==> src/rtl/seg_scan_if.sv <==
// Bundle of the scan controller's control inputs and display outputs.
// The master drives the loading and enable side; the slave is the scan controller.
interface seg_scan_if #(
    parameter int DIGITS = 8
);
    logic                  en;
    logic                  load;
    logic [4*DIGITS-1:0]   data_in;
    logic [DIGITS-1:0]     dp_in;
    logic                  blank_lz;
    logic [3:0]            code;
    logic                  dp;
    logic [DIGITS-1:0]     sel;
    logic [2:0]            idx;

    modport master (
        output en, load, data_in, dp_in, blank_lz,
        input  code, dp, sel, idx
    );

    modport slave (
        input  en, load, data_in, dp_in, blank_lz,
        output code, dp, sel, idx
    );
endinterface

==> src/rtl/seg_scan_ctrl.sv <==
// Time-multiplexed 7-segment scan controller: one digit per slot, blank guard
// band at the start of each slot, optional leading-zero suppression.
module seg_scan_ctrl #(
    parameter int CLK_FREQ = 50_000_000,
    parameter int SCAN_HZ  = 1000,
    parameter int DIGITS   = 8,
    parameter int GUARD    = 4
) (
    input  logic        clk,
    input  logic        rst,
    seg_scan_if.slave   bus
);
    localparam int DIV = CLK_FREQ / SCAN_HZ;
    localparam int PW  = (DIV > 1) ? $clog2(DIV) : 1;
    localparam int IW  = (DIGITS > 1) ? $clog2(DIGITS) : 1;

    typedef enum logic [1:0] {OFF, BLANK, SHOW} state_t;

    state_t                state_reg, state_next;
    logic [PW-1:0]         pc_reg, pc_next;
    logic [IW-1:0]         slot_reg, slot_next;
    logic [3:0]            code_reg, code_next;
    logic                  dp_reg, dp_next;
    logic [DIGITS-1:0]     sel_reg, sel_next;
    logic                  lit_reg, lit_next;
    logic [4*DIGITS-1:0]   shadow_data_reg;
    logic [DIGITS-1:0]     shadow_dp_reg;

    // A load coinciding with a slot boundary must feed the digit being entered.
    logic [4*DIGITS-1:0]   eff_data;
    logic [DIGITS-1:0]     eff_dp;
    logic [3:0]            nib [DIGITS];
    logic [DIGITS-1:0]     zero_from;
    logic [DIGITS-1:0]     suppress;

    assign eff_data = bus.load ? bus.data_in : shadow_data_reg;
    assign eff_dp   = bus.load ? bus.dp_in   : shadow_dp_reg;

    generate
        for (genvar gi = 0; gi < DIGITS; gi++) begin : g_digit
            assign nib[gi] = eff_data[4*gi +: 4];
            // zero_from[k]: nibbles k..DIGITS-1 are all zero
            if (gi == DIGITS - 1) begin : g_top
                assign zero_from[gi] = (nib[gi] == 4'h0);
            end else begin : g_chain
                assign zero_from[gi] = (nib[gi] == 4'h0) && zero_from[gi+1];
            end
            assign suppress[gi] = (gi != 0) && bus.blank_lz && zero_from[gi] && !eff_dp[gi];
        end
    endgenerate

    logic          enter;
    logic [IW-1:0] enter_slot;
    logic [DIGITS-1:0] sel_show;

    always_comb begin
        state_next = state_reg;
        pc_next    = pc_reg;
        slot_next  = slot_reg;
        code_next  = code_reg;
        dp_next    = dp_reg;
        sel_next   = sel_reg;
        lit_next   = lit_reg;
        enter      = 1'b0;
        enter_slot = '0;
        sel_show   = '1;
        sel_show[slot_reg] = 1'b0;

        if (!bus.en) begin
            state_next = OFF;
            pc_next    = '0;
            slot_next  = '0;
            code_next  = 4'h0;
            dp_next    = 1'b1;
            sel_next   = '1;
            lit_next   = 1'b0;
        end else begin
            case (state_reg)
                OFF: begin
                    state_next = BLANK;
                    pc_next    = '0;
                    sel_next   = '1;
                    enter      = 1'b1;
                    enter_slot = '0;
                end
                BLANK: begin
                    pc_next  = pc_reg + 1'b1;
                    sel_next = '1;
                    if (pc_reg == PW'(GUARD - 1)) begin
                        state_next = SHOW;
                        sel_next   = lit_reg ? sel_show : '1;
                    end
                end
                SHOW: begin
                    if (pc_reg == PW'(DIV - 1)) begin
                        state_next = BLANK;
                        pc_next    = '0;
                        sel_next   = '1;
                        enter      = 1'b1;
                        enter_slot = (slot_reg == IW'(DIGITS - 1)) ? '0 : slot_reg + 1'b1;
                    end else begin
                        pc_next = pc_reg + 1'b1;
                    end
                end
                default: begin
                    state_next = OFF;
                    pc_next    = '0;
                    sel_next   = '1;
                end
            endcase
        end

        // Digit content is latched only when a slot begins, never mid-slot.
        if (enter) begin
            slot_next = enter_slot;
            code_next = nib[enter_slot];
            dp_next   = ~eff_dp[enter_slot];
            lit_next  = ~suppress[enter_slot];
        end
    end

    always_ff @(posedge clk or posedge rst) begin
        if (rst) begin
            state_reg       <= OFF;
            pc_reg          <= '0;
            slot_reg        <= '0;
            code_reg        <= 4'h0;
            dp_reg          <= 1'b1;
            sel_reg         <= '1;
            lit_reg         <= 1'b0;
            shadow_data_reg <= '0;
            shadow_dp_reg   <= '0;
        end else begin
            state_reg <= state_next;
            pc_reg    <= pc_next;
            slot_reg  <= slot_next;
            code_reg  <= code_next;
            dp_reg    <= dp_next;
            sel_reg   <= sel_next;
            lit_reg   <= lit_next;
            if (bus.load) begin
                shadow_data_reg <= bus.data_in;
                shadow_dp_reg   <= bus.dp_in;
            end
        end
    end

    assign bus.code = code_reg;
    assign bus.dp   = dp_reg;
    assign bus.sel  = sel_reg;
    assign bus.idx  = 3'(slot_reg);
endmodule
==> src/flat_wrapper.sv <==
// flat-port wrapper written by rule: the top's interface ports become plain ports
module seg_scan_ctrl_flat 
#(
    parameter int CLK_FREQ = 50_000_000,
    parameter int SCAN_HZ  = 1000,
    parameter int DIGITS   = 8,
    parameter int GUARD    = 4
)
  (clk, rst, bus_en, bus_load, bus_data_in, bus_dp_in, bus_blank_lz, bus_code, bus_dp, bus_sel, bus_idx);
  seg_scan_if #(.DIGITS(DIGITS)) bus_i ();
  input  logic clk;
  input  logic rst;
  input wire logic [$bits(bus_i.en)-1:0] bus_en;
  input wire logic [$bits(bus_i.load)-1:0] bus_load;
  input wire logic [$bits(bus_i.data_in)-1:0] bus_data_in;
  input wire logic [$bits(bus_i.dp_in)-1:0] bus_dp_in;
  input wire logic [$bits(bus_i.blank_lz)-1:0] bus_blank_lz;
  output wire logic [$bits(bus_i.code)-1:0] bus_code;
  output wire logic [$bits(bus_i.dp)-1:0] bus_dp;
  output wire logic [$bits(bus_i.sel)-1:0] bus_sel;
  output wire logic [$bits(bus_i.idx)-1:0] bus_idx;
  assign bus_i.en = bus_en;
  assign bus_i.load = bus_load;
  assign bus_i.data_in = bus_data_in;
  assign bus_i.dp_in = bus_dp_in;
  assign bus_i.blank_lz = bus_blank_lz;
  assign bus_code = bus_i.code;
  assign bus_dp = bus_i.dp;
  assign bus_sel = bus_i.sel;
  assign bus_idx = bus_i.idx;
  seg_scan_ctrl #(.CLK_FREQ(CLK_FREQ), .SCAN_HZ(SCAN_HZ), .DIGITS(DIGITS), .GUARD(GUARD)) u_core (.clk(clk), .rst(rst), .bus(bus_i));
endmodule
==> config.mk <==
export PLATFORM = sky130hd
export DESIGN_NAME = seg_scan_ctrl_flat
export DESIGN_NICKNAME = d
export VERILOG_FILES = /design/src/rtl/seg_scan_if.sv /design/src/rtl/seg_scan_ctrl.sv /design/src/flat_wrapper.sv
export SDC_FILE = /design/constraint.sdc
export NUM_CORES = 1
export LEC_CHECK = 0
export BUFFER_PORTS_ARGS = -buffer_cell sky130_fd_sc_hd__buf_2
export CORE_UTILIZATION = 35
export DETAILED_ROUTE_END_ITERATION = 7
export PLACE_DENSITY = 0.66
export SYNTH_ARGS = -nofsm -noshare
export SYNTH_HDL_FRONTEND = slang
export SYNTH_SLANG_ARGS = --single-unit
==> constraint.sdc <==
create_clock -name clk -period 6 [get_ports clk]
set_input_delay 0 -clock clk [delete_from_list [all_inputs] [get_ports clk]]
set_output_delay 0 -clock clk [all_outputs]
set_load 0.01 [all_outputs]
# ---- Yosys cells after proc, flatten, opt, wreduce, memory -nomap -nowiden
# Index checks and enable logic that the tools add are counted.
# Widths: inputs -> output; s select.
dict set report classes {
  addsub 2
  multipliers 0
  div_mod_pow 0
  order_cmp 4
  n_eq_ne 8
  shift 0
  mux 38
  bitwise_logic 4
  n_reduce_logical 37
}
# cell n
set ops {}
lappend ops {{$mux 8} 5}
lappend ops {{$mux 16} 2}
lappend ops {{$mux 32} 1}
lappend ops {{$pmux 16 s2} 1}
lappend ops {{$logic_not 4->1} 7}
lappend ops {{$logic_and 1x1->1} 21}
lappend ops {{$mux 3} 6}
lappend ops {{$add 16x1->16 const B} 1}
lappend ops {{$eq 16x16->1 const B} 1}
lappend ops {{$eq 16x2->1 const B} 1}
lappend ops {{$mux 4} 4}
lappend ops {{$pmux 8 s2} 1}
lappend ops {{$bmux 4 s3} 1}
lappend ops {{$mux 1} 9}
lappend ops {{$lt 3x4->1 const B} 2}
lappend ops {{$not 8->8} 1}
lappend ops {{$logic_not 1->1} 7}
lappend ops {{$bmux 1 s3} 2}
lappend ops {{$mux 2} 3}
lappend ops {{$ne 3x2->1 const B} 2}
lappend ops {{$pmux 2 s3} 1}
lappend ops {{$ge 4x4->1 const B} 1}
lappend ops {{$not 3->4} 1}
lappend ops {{$add 3x1->3 const B} 1}
lappend ops {{10 further kinds} 11}
dict set report word_totals {
  register_bits 75
  latch_bits 0
  ram_bits 0
  mem_bits_ro 0
  in_bits 45
  word_cells 102
  memories 0
}

# ---- Logic depth before layout (Yosys ltp)
dict set report depth {
  word_depth 14
  mapped_depth 10
  mapped_depth_nobuf 9
}

# ---- Worst setup path after synthesis
# OpenSTA, ideal clock, no wires.
dict set report synth_path {
  path_type {flip-flop to flip-flop}
  start {register u_core.pc_reg[0]}
  end {register u_core.lit_reg}
  setup_ns 0.141
  arrival_time_ns 2.027
  required_time_ns 5.859
  setup_slack_ns 3.832
  path_stages_with_launch 8
  n_path_buf 1
  period_less_slack_ns 2.168
  path_cell_list {dfrtp_1 ha_1 nand3_1 or3_4 or4_1 buf_6 nor4_2 o41ai_2}
}
dict set report synth_via {
  elab_chain_cells 8
  elab_cells_between_ends 12
}
# element line
set synth_lines {}
lappend synth_lines {{start: declaration} seg_scan_ctrl.sv:20} ;# logic [PW-1:0] pc_reg, pc_next;
lappend synth_lines {{start signal: assignment} seg_scan_ctrl.sv:135} ;# pc_reg <= pc_next;
lappend synth_lines {{$eq 16x16->1 (*)} seg_scan_ctrl.sv:95} ;# if (pc_reg == PW'(DIV - 1)) begin
lappend synth_lines {{$mux 3} seg_scan_ctrl.sv:95}
lappend synth_lines {{$mux 3} seg_scan_ctrl.sv:78} ;# case (state_reg)
lappend synth_lines {{$mux 3} seg_scan_ctrl.sv:69} ;# if (!bus.en) begin
lappend synth_lines {{$bmux 1 s3} seg_scan_ctrl.sv:118} ;# lit_next = ~suppress[enter_slot];
lappend synth_lines {{$mux 1 (implied by the code)} seg_scan_ctrl.sv:118}
lappend synth_lines {{$not 1->1} seg_scan_ctrl.sv:118}
lappend synth_lines {{$mux 1} seg_scan_ctrl.sv:114} ;# if (enter) begin
lappend synth_lines {{end signal: assignment} seg_scan_ctrl.sv:140} ;# lit_reg <= lit_next;
lappend synth_lines {{end: declaration} seg_scan_ctrl.sv:25} ;# logic lit_reg, lit_next;
# Mark *: on every way between the ends. The rest lies on a longest branch, timed or not. The select of a mux whose other input is x is not followed.
# A chain may end at the register's enable or synchronous reset.

# ---- Worst setup path after layout
dict set report layout_path {
  start {register u_core.slot_reg[0] (netlist: u_core.bus.idx[0])}
  end {register u_core.code_reg[2] (netlist: u_core.bus.code[2])}
}
dict set report layout_via {
  elab_chain_cells 10
  elab_cells_between_ends 11
}
# element line
set layout_lines {}
lappend layout_lines {{start: declaration} seg_scan_ctrl.sv:21} ;# logic [IW-1:0] slot_reg, slot_next;
lappend layout_lines {{start signal: assignment} seg_scan_ctrl.sv:136} ;# slot_reg <= slot_next;
lappend layout_lines {{$add 3x1->3 / $eq 3x3->1 (equally long branches)} seg_scan_ctrl.sv:100} ;# enter_slot = (slot_reg == IW'(DIGITS - 1)) ? '0 : slot_reg + 1'b1;
lappend layout_lines {{$mux 3 (*)} seg_scan_ctrl.sv:100}
lappend layout_lines {{$mux 3 (*)} seg_scan_ctrl.sv:95}
lappend layout_lines {{$mux 3 (*)} seg_scan_ctrl.sv:78}
lappend layout_lines {{$mux 3 (*)} seg_scan_ctrl.sv:69}
lappend layout_lines {{$not 3->4 (implied by the code) (*)} seg_scan_ctrl.sv:116} ;# code_next = nib[enter_slot];
lappend layout_lines {{$bmux 4 s3 (*)} seg_scan_ctrl.sv:116}
lappend layout_lines {{$mux 4 (implied by the code) (*) (2 in series)} seg_scan_ctrl.sv:116}
lappend layout_lines {{$mux 4 (*)} seg_scan_ctrl.sv:114}
lappend layout_lines {{end signal: assignment} seg_scan_ctrl.sv:137} ;# code_reg <= code_next;
lappend layout_lines {{end: declaration} seg_scan_ctrl.sv:22} ;# logic [3:0] code_reg, code_next;
# Marks and branches as above.

==> impl_metrics.ini <==
[setup_path]
crit_fanout = 12
slowest_delay_ps = 600
worstPathRequired_ps = 6250
cp_cell_sequence = ha_1 -> inv_1 -> nor3_1 -> and3_1 -> mux2_1 -> a211oi_1 -> a41o_1 -> nor2_1
crit_type = flip-flop to flip-flop
critPathArrivalTime_ps = 3060
crit_start = u_core.bus.idx[0]
end_kind = flip-flop
startpoint_type = flip-flop
r2r-start = u_core.bus.idx[0]
crit_slowest_cell = and3_1

[synthesis]
yosysWarningCount = 0
syn_area_per_cell_um2 = 10.7
yosysTopAreaCell = dfrtp_1
syn_inst = 354
synth_area_leaders = dfrtp_1 (43%), mux2_2 (9.5%), dfstp_2 (6.2%), nor2_1 (4.7%), mux2i_1 (3.9%)
synthFlopType = dfrtp_1
synth_cell_types = 47
seq_area_frac_synth_pct = 49.7
async_flop_share_pct = 100
syn_area_um2 = 3800
ys_seq_elements = 75
synth_edf_count = 0
syn-num-nets = 405
synth_top_area_share_pct = 43.4

[timing]
tns_ps = 0
finalCritPeriodShare_pct = 46.9
rsz0062_at_grt = false
fmax_mhz = 355
worstMarginPinSlew_ps = 931
maxSlewHeadroom_pct = 37.9
setup_viol = 0
drv_slew = 0
min_period_ps = 2820
finalClockSkew_ps = 9.49
worst_slack_ps = 3180
hold_viol = 0

[clock_tree]
clock_sinks = 75
cts_tree = built
cts_buffers = 9
root_buffer = clkbuf_8
htreeDepth = 3
clk_latency_ps = 350
clock_path_buffers = 2
clk_pin_slew_ps = 80

[place]
gp_congestion = 0.898
dp_hpwl_mm = 6.43
dp_slack_ps = 3280
io_buffers = 60

[global_routing]
grt_start_max_net_pins = 76
grt_usage_pct = 17.6
antenna_found_initial = 0
overflow = 0
grt_pass1_vias = 3232
grt_pass1_wl_mm = 15.5

[routing]
wl_mm = 9.09
vias = 3054
drtIter0Drc = 141
drtPass1Iterations = 4
drcViolationCount = 0
vias_per_cell = 5.12
antenna_left = 0
wire_per_inst_um = 15.2

[hold_path]
hold_path_class = input pin to flip-flop
hp-start = bus_blank_lz

[die]
dieArea_um2 = 11300
fp-row-count = 37
chipHeight_um = 106
ios = 61
fp.dieW_um = 106
core-area_um2 = 10400
initial_utilization_pct = 36.5

[finish]
layout-drive-gt1-share_pct = 27.1
syn2layout_area_growth_pct = 27.1
fin_nets = 507
largest_reg_flops = 32
diodes = 0

[power]
p_leak_uw = 0.00207
ir_drop_mv = 0.106
powerDensity_nw_per_um2 = 225

[job]
cap_viol_max_count = 0

[status]
status = completed
==> layout make-up <==
class	instances	area (um2)
clock buffers	11	141
clock inverters	5	52.6
fillers	959	5580
inverters	11	41.3
multi-input cells	255	1800
flip-flops and latches	75	1890
well taps	136	170
repair buffers	104	736
==> kinds of logic after synthesis <==
kind of cell,share of synthesized area [%]
adder cells (fa/ha/maj),1.97
AO/OA/AOI/OAI,8.95
flip-flops,49.7
AND/OR/NAND/NOR,17.2
buffers and inverters,2.90
multiplexers,16.1
XOR/XNOR,3.22
==> cell usage after synthesis (all sizes together), types with 8 or more instances <==
cell and n:
dfrtp 66, nor2 48, mux2 41, nand3 24
nand2 18, mux2i 15, inv 11, nor4 10
a21oi 9, buf 9, dfstp 9, nor3 9
o21ai 9, and3 8, xor2 8
==> through the flow <==
step / area [um2] / instances / utilization (%) / power [uW] / hold WS [ps]
finish: 4830 / 597 / 46.4 / 1090 / 114
detailed placement: 4220 / 539 / 40.5 / 690 / 268
global placement: 4220 / 539 / 40.5 / 686 / 268
CTS: 4830 / 597 / 46.4 / 1100 / 110
floorplan: 3800 / 354 / - / 641 / 144
global route: 4830 / 597 / 46.4 / 1130 / 192
==> timing repair <==
action / 4_1_cts / 5_1_grt
hold endpoints to repair: 107 / 0
hold buffers: 42 / 0
resized for setup: 0 / 0
setup buffers: 0 / 0
==> power by group <==
part / total (uW) / leakage (uW) / internal [uW] / switching (uW)
combinational: 148 / 0.00106 / 73.5 / 74.9
clock: 384 / 0.0000991 / 201 / 183
sequential: 553 / 0.000919 / 539 / 14.1
total: 1090 / 0.00207 / 813 / 272
==> worst paths after layout <==
| path | endpoint | slack, ps | depth (start not counted) |
|---|---|---|---|
| hold / removal | u_core.lit_reg | 110 | 4 |
| min in group asynchronous | u_core.pc_reg[11] | 490 | 4 |
| max in group asynchronous | u_core.bus.idx[1] | 4930 | 4 |
| setup reg to reg | u_core.bus.code[2] | 3180 | 8 |
| setup / recovery | u_core.bus.code[2] | 3180 | 8 |
| hold reg to reg | u_core.pc_reg[0] | 460 | 1 |
==> layer usage <==
layer  global-route usage (%)  wire length (um)  vias to the layer above
met5                        0                 0                        -
met4                     6.94               170                        0
met3                     3.49               369                       19
met2                     30.3              4480                       75
met1                     21.5              4070                     1484
li1                         -                 -                     1476
==> critical path: cells and delay by family, from the launching register on <==
family / cells / cell delay [ps]
AND/OR/NAND/NOR: 3 / 900
multiplexers: 1 / 380
AO/OA/AOI/OAI: 2 / 400
buffers and inverters: 1 / 120
adder cells (fa/ha/maj): 1 / 440
flip-flops: 1 / 490
==> cell usage in the layout (no fill, tap or decap), types with 9 or more instances in the layout <==
cell	instances
a21oi_1	9
clkbuf_8	10
nand3_1	24
mux2i_1	15
mux2_1	9
buf_2	60
nand2_1	17
dfstp_2	9
inv_1	10
mux2_2	32
dfrtp_1	66
nor2_1	48
dlygate4sd3_1	42
nor4_1	9
Power figures use the tool's default switching activity.
